### config.mk
export PLATFORM = sky130hd
export DESIGN_NAME = grad_seq_ctrl
export DESIGN_NICKNAME = d
export VERILOG_FILES = /design/src/rtl/grad_seq_ctrl.sv
export SDC_FILE = /design/constraint.sdc
export NUM_CORES = 1
export LEC_CHECK = 0
export ABC_AREA = 1
export ABC_CLOCK_PERIOD_IN_PS = 2230
export CELL_PAD_IN_SITES_DETAIL_PLACEMENT = 0
export CELL_PAD_IN_SITES_GLOBAL_PLACEMENT = 1
export CORE_ASPECT_RATIO = 0.8
export CORE_MARGIN = 2
export CORE_UTILIZATION = 39
export CTS_BUF_LIST = sky130_fd_sc_hd__clkbuf_16
export DETAILED_ROUTE_END_ITERATION = 10
export PLACE_DENSITY = 0.78
export SYNTH_ARGS = -nofsm -noshare
export SYNTH_HDL_FRONTEND = slang
export SYNTH_SLANG_ARGS = --single-unit
### constraint.sdc
create_clock -name clk -period 2.23 [get_ports clk]
set_clock_uncertainty 0.1 [all_clocks]
set_input_delay 0.223 -clock clk [delete_from_list [all_inputs] [get_ports clk]]
set_output_delay 0.223 -clock clk [all_outputs]
set_load 0.005 [all_outputs]
### src/rtl/grad_seq_ctrl.sv
`timescale 1ns/1ps
// grad_seq_ctrl: frame sequencer for the Sobel gradient stage.
// Walks a frame as FILL (rows 0-1), RUN (rows 2..IMG_H-1) and FLUSH (bottom pad
// row), handshakes gray pixels in, tracks row/column and produces the datapath
// controls (state, en_1, edg) plus pipeline-aligned valid/last flags.
// Ports:
//   clk, rst_n        clock, async active-low reset
//   start, abort      frame control from the top controller
//   pix_vld / pix_rdy pixel handshake with the gray source
//   state             one-hot: 1000 IDLE, 0001 FILL, 0010 RUN, 0100 FLUSH
//   en_1, edg         pixel-accept strobe and border-column flag
//   col, row          current position (row reads IMG_H during FLUSH)
//   busy, done        frame in progress / one-cycle drained pulse
//   grad_out_vld/last valid interior gradient / final gradient of the frame
module grad_seq_ctrl #(
    parameter int unsigned IMG_W    = 1024,
    parameter int unsigned IMG_H    = 768,
    parameter int unsigned CW       = 11,
    parameter int unsigned PIPE_LAT = 5
) (
    input  logic          clk,
    input  logic          rst_n,
    input  logic          start,
    input  logic          abort,
    input  logic          pix_vld,
    output logic          pix_rdy,
    output logic [3:0]    state,
    output logic          en_1,
    output logic          edg,
    output logic [CW-1:0] col,
    output logic [CW-1:0] row,
    output logic          busy,
    output logic          grad_out_vld,
    output logic          grad_out_last,
    output logic          done
);

    localparam logic [3:0] ST_IDLE  = 4'b1000;
    localparam logic [3:0] ST_FILL  = 4'b0001;
    localparam logic [3:0] ST_RUN   = 4'b0010;
    localparam logic [3:0] ST_FLUSH = 4'b0100;

    localparam int unsigned DW = $clog2(PIPE_LAT + 1);

    localparam logic [CW-1:0] COL_LAST = CW'(IMG_W - 1);
    localparam logic [CW-1:0] COL_PRE  = CW'(IMG_W - 2);
    localparam logic [CW-1:0] ROW_FILL = CW'(1);
    localparam logic [CW-1:0] ROW_RUN  = CW'(IMG_H - 1);

    logic [3:0]          state_nxt;
    logic                pix_rdy_nxt;
    logic                step;
    logic                col_last;
    logic                start_ok;
    logic                g;
    logic                gl;
    logic [DW-1:0]       dcnt;
    logic [PIPE_LAT-1:0] vld_sr;
    logic [PIPE_LAT-1:0] last_sr;

    // State register
    always_ff @(posedge clk or negedge rst_n) begin
        if (!rst_n) begin
            state <= ST_IDLE;
        end else begin
            state <= state_nxt;
        end
    end

    // Next-state logic; abort overrides every transition
    always_comb begin
        state_nxt   = state;
        pix_rdy_nxt = 1'b0;
        if (abort) begin
            state_nxt = ST_IDLE;
        end else begin
            case (state)
                ST_IDLE:  if (start_ok) state_nxt = ST_FILL;
                ST_FILL:  if (step && col_last && row == ROW_FILL) state_nxt = ST_RUN;
                ST_RUN:   if (step && col_last && row == ROW_RUN) state_nxt = ST_FLUSH;
                ST_FLUSH: if (col_last) state_nxt = ST_IDLE;
                default:  state_nxt = ST_IDLE;
            endcase
        end
        pix_rdy_nxt = (state_nxt == ST_FILL) || (state_nxt == ST_RUN);
    end

    // Output / control decode from the current state and position
    always_comb begin
        en_1     = pix_vld & pix_rdy;
        col_last = (col == COL_LAST);
        start_ok = (state == ST_IDLE) & start & ~busy;
        edg      = 1'b0;
        step     = 1'b0;
        case (state)
            ST_FILL, ST_RUN: begin
                step = en_1;
                edg  = (col == '0) | col_last;
            end
            ST_FLUSH: begin
                step = 1'b1;
                edg  = (col == '0) | col_last;
            end
            default: ;
        endcase
        // FLUSH is the bottom pad row: it completes interior outputs without new pixels
        g  = ((state == ST_RUN) & en_1 & ~edg) | ((state == ST_FLUSH) & ~edg);
        gl = (state == ST_FLUSH) & (col == COL_PRE);
        grad_out_vld  = vld_sr[PIPE_LAT-1];
        grad_out_last = last_sr[PIPE_LAT-1];
    end

    // Position counters, handshake, drain counter and valid pipeline
    always_ff @(posedge clk or negedge rst_n) begin
        if (!rst_n) begin
            row     <= '0;
            col     <= '0;
            pix_rdy <= 1'b0;
            busy    <= 1'b0;
            done    <= 1'b0;
            dcnt    <= '0;
            vld_sr  <= '0;
            last_sr <= '0;
        end else begin
            pix_rdy <= pix_rdy_nxt;
            done    <= 1'b0;
            if (abort) begin
                row     <= '0;
                col     <= '0;
                busy    <= 1'b0;
                dcnt    <= '0;
                vld_sr  <= '0;
                last_sr <= '0;
            end else begin
                vld_sr  <= PIPE_LAT'({vld_sr, g});
                last_sr <= PIPE_LAT'({last_sr, gl});
                if (start_ok) begin
                    row  <= '0;
                    col  <= '0;
                    busy <= 1'b1;
                end else if (state == ST_FLUSH && col_last) begin
                    row  <= '0;
                    col  <= '0;
                    dcnt <= DW'(PIPE_LAT);
                end else if (step) begin
                    if (col_last) begin
                        col <= '0;
                        row <= row + CW'(1);
                    end else begin
                        col <= col + CW'(1);
                    end
                end
                // Drain: busy stays high until the last gradient has left the pipe
                if (state == ST_IDLE && dcnt != '0) begin
                    dcnt <= dcnt - DW'(1);
                    if (dcnt == DW'(1)) begin
                        done <= 1'b1;
                        busy <= 1'b0;
                    end
                end
            end
        end
    end

endmodule

**Word level (Yosys, flattened, before mapping)**

Index checks and enable logic that the tools add are counted.

- Register bits: 42
- Input bits: 5
- Word-level logic and storage cells: 81

- $add $sub $neg: 3
- Eq/ne operators: 12
- Mux-type cells: 31
- Bitwise gates (word level): 11
- Reduce and logical (&&, ||, !) cells: 15

Operators with widths:

| operator | number |
|---|---|
| $mux 11 | 10 |
| $eq 11x10->1 const B | 3 |
| $add 11x1->11 const B | 2 |
| $mux 4 | 5 |
| $pmux 4 s4 | 1 |
| $mux 3 | 4 |
| $eq 11x1->1 const B | 1 |
| $logic_not 11->1 | 1 |
| $mux 5 | 2 |
| $eq 4x1->1 const B | 2 |
| $eq 4x2->1 const B | 2 |
| $mux 1 | 8 |
| $reduce_bool 4->1 | 2 |
| $and 1x1->1 | 7 |
| $reduce_bool 3->1 | 2 |
| $logic_and 1x1->1 | 5 |
| $eq 4x3->1 const B | 1 |
| $eq 4x4->1 const B | 1 |
| $reduce_and 2->1 | 2 |
| $eq 3x1->1 const B | 1 |
| $ne 3x2->1 const B | 1 |
| $reduce_or 3->1 | 1 |
| $sub 3x1->3 const B | 1 |
| $not 1->1 | 2 |
| other kinds (4) | 5 |

**Logic depth before layout (Yosys ltp)**

- Word-level depth: 10
- Depth in mapped cells: 11
- Mapped depth without buffers: 11

**Worst setup path before layout**

No wires, ideal clock.

- Path type: flip-flop to flip-flop
- Start point: register col[1]
- End point: register row[0]
- Setup time: 130 ps
- Data arrival time: 1459 ps
- Required time: 2000 ps
- Path slack: 541 ps
- Cell stages (with the launch flop): 11
- Clock period less this slack: 1689 ps
- Cell sequence: dfrtp_1 ha_1 nand2_1 nor2_2 nand3_4 inv_2 nand2_2 nand2_2 nor2_1 nand2_1 o21ai_0

- Word-level cells in the longest chain between the ends: 5
- Elaborated cells between the ends (all ways): 8

RTL lines:

| what | line | RTL |
|---|---|---|
| start, declared | 30 | `output logic [CW-1:0] col,` |
| start signal, assigned | 150 | `col <= col + CW'(1);` |
| $eq 11x10->1 (*) | 91 | `col_last = (col == COL_LAST);` |
| $logic_and 1x1->1 | 141 | `end else if (state == ST_FLUSH && col_last) begin` |
| $mux 11 | 141 |  |
| $mux 11 | 137 | `if (start_ok) begin` |
| $mux 11 | 127 | `if (abort) begin` |
| end signal, assigned | 148 | `row <= row + CW'(1);` |
| end, declared | 31 | `output logic [CW-1:0] row,` |

Mark *: on every way between the ends. The rest lies on a longest branch, timed or not.
A chain may end at the register's enable or synchronous reset.

**Worst setup path after layout**

- Start point: register col[1]
- End point: output edg

- Word-level cells in the longest chain between the ends: 3
- Elaborated cells between the ends (all ways): 4

RTL lines:

| what | line | RTL |
|---|---|---|
| $eq 11x10->1 / $logic_not 11->1 (equally long branches) | 91, 98, 102 |  |
| $or 1x1->1 (*) | 98, 102 |  |
| $mux 1 (*) | - |  |
| end, declared | 29 | `output logic edg,` |

Marked as above.

==> reports/results.ini <==
[critical_path]
end_kind = primary output
slowest_delay_ns = 0.40
crit_type = flop to primary output
crit_required_ns = 1.91
crit_arrival_ns = 1.75
crit_path_top_delay_cell = dfrtp_1
crit_fanout = 4
critPathLaunchType = flop
crit_chain = ha_2 > nand3_1 > nor2_2 > nand2_1 > nor2_1 > inv_1 > a21boi_0 > dlygate4sd2_1

[floorplanning]
start_util = 0.410
dieHeight_um = 75.0
num_rows = 25
num_io_pins = 38
die_x_um = 92.8
core_area_um2 = 6010
die-area_um2 = 6960

[placement]
hpwl_mm = 4.45
io_buffers = 37
pre_cts_ws_ns = 0.128
gp_congestion = 0.854

[route]
drt_iter0_drc = 131
drtPass1Iterations = 4
viasPerCell = 4.89
avgRoutedWirePerCell_um = 13.2
vias = 2267
postRouteWirelength_mm = 6.13
antenna_left = 0
drc = 0

[cells_and_area]
drive_gt1_frac = 0.112
n_antenna_cell = 0
layout_commonest_cell = nand2_1
syn_to_final_growth_pct = 27.9
nNetsFinal = 395
fillCellCount = 595
fin_util = 0.524
seqCellArea_um2 = 1050
layout_common_cells = nand2_1, inv_1, nor2_1
multi_input_area_um2 = 1170

[timing]
setup_tns_ns = 0
slew_headroom = 0.721
hold_ws_ns = 0.337
hold_viol = 0
period_share = 0.929
fin_ws_ns = 0.158
setup_viol_count_final = 0
worst_pin_slew_ns = 0.417
rsz0062_at_grt = no
period_minus_slack_ns = 2.07
drv_slew = 0
fmax_ghz = 0.483

[synth]
synth_area_leaders = dfrtp_1, nand2_1, inv_1, nor2_1, nand3_1
synthesis.nets = 345
yosysWarnings = 0
yosys_register_bits = 42
yosysUniqueCellTypes = 34
synthesis.instances = 332
synth_largest_area_cell = dfrtp_1
syn_area_um2 = 2460
synth_top_area_frac = 0.417
synth_seq_area_share = 0.428
syn_avg_cell_area_um2 = 7.41

[global_routing]
grt_use_total = 0.193
antenna_found_initial = 0
grt_overflow_total = 0
grt_first_pass_wirelength_mm = 10.4
grt_max_degree = 43
grt_pass1_vias = 2111

[clocking]
clock_sinks = 42
clock-root-buffer = clkbuf_16
tritoncts = yes
h-tree-depth = 2
cts_buffers = 5
insertion_delay_ns = 0.29
clk_pin_slew_ns = 0.06
cts.path.max_buffers = 2

[run]
drv_cap = 0

[hold_path]
min_path_type = input pin to async pin

[pwr]
cellLeakagePower_nw = 1.47
power_density_nw_per_um2 = 669
vdd_drop_max_mv = 0.307

[status]
outcome = finished, final reports clean

-- repair_timing --
| action | CTS | global route |
|---|---|---|
| gates resized for setup | 4 | 0 |
| hold endpoints to repair | 41 | 0 |
| setup buffers | 3 | 1 |
| endpoints found under the setup margin | 1 | 1 |
| pin swaps | 1 | 1 |
| hold buffers | 1 | 0 |
-- sequential cells by signal, summed over array words and instances (netlist names) --
register  flops
busy          1
pix_rdy       1
done          1
col          11
state         4
last_sr       5
row          11
dcnt          3
vld_sr        5
-- worst max-delay path: cells and delay by family, from the launching register on --
| family | cells | cell delay (ns) |
|---|---|---|
| and+or+nand+nor | 4 | 0.41 |
| DFF | 1 | 0.40 |
| buffers and inverters | 2 | 0.30 |
| adders and majority gates | 1 | 0.21 |
| AOI/OAI and AO/OA | 1 | 0.14 |
-- metrics by stage --
stage	power [mW]	instances	cell area (um^2)
2_1_floorplan	1.17	332	2460
3_3_place_gp	1.34	451	2950
3_5_place_dp	1.35	451	2950
4_1_cts	2.11	463	3140
5_1_grt	2.23	464	3150
6_report	2.11	464	3150
-- layer usage --
layer / track usage / share of wire
met2: 0.296 / 0.43
met4: 0.0588 / 0.011
met3: 0.0340 / 0.064
met1: 0.283 / 0.49
met5: 0 / 0
-- final timing paths --
check / start / end / slack (ns) / depth (start not counted)
max in group asynchronous: rst_n / state[3] / 1.43 / 3
setup reg to reg: col[1] / row[0] / 0.28 / 10
hold / removal: rst_n / done / 0.34 / 3
hold reg to reg: last_sr[2] / last_sr[3] / 0.36 / 2
setup / recovery: col[1] / edg / 0.16 / 8
min in group clk: last_sr[2] / last_sr[3] / 0.36 / 2
-- where the power goes --
part	internal [mW]	leakage [nW]	switching, mW
Clock	0.421	0.0704	0.326
Sequential	0.818	0.576	0.0372
Combinational	0.206	0.826	0.297
-- Yosys cell counts, drive strengths merged --
cell	instances
o21ai	16
inv	53
clkbuf	2
a211oi	1
nand2	83
o21bai	2
buf	5
o22ai	1
ha	8
a31oi	2
nand4	16
a21boi	1
nor3	6
o211ai	1
nor4	3
dfrtp	41
nor2	52
xor2	2
nand3	28
dfstp	1
a21oi	5
or2	3
-- layout make-up --
cell class                      instances  share of cell area
Timing Repair Buffer                   50               0.152
Clock buffer                            5              0.0398
Multi-Input combinational cell        230               0.371
Inverter                               53              0.0632
Clock inverter                          3             0.00796
Tap cell                               81              0.0322
Sequential cell                        42               0.335
-- logic make-up after synthesis --
logic type                 after synthesis  share of synthesized area
AOI/OAI and AO/OA                       29                     0.0671
xor gates and xnor gates                 2                    0.00712
adders and majority gates                8                     0.0407
buffers and inverters                   60                      0.100
DFF                                     42                      0.428
and+or+nand+nor                        191                      0.357
Note: power is estimated with default switching activity, not from simulation.
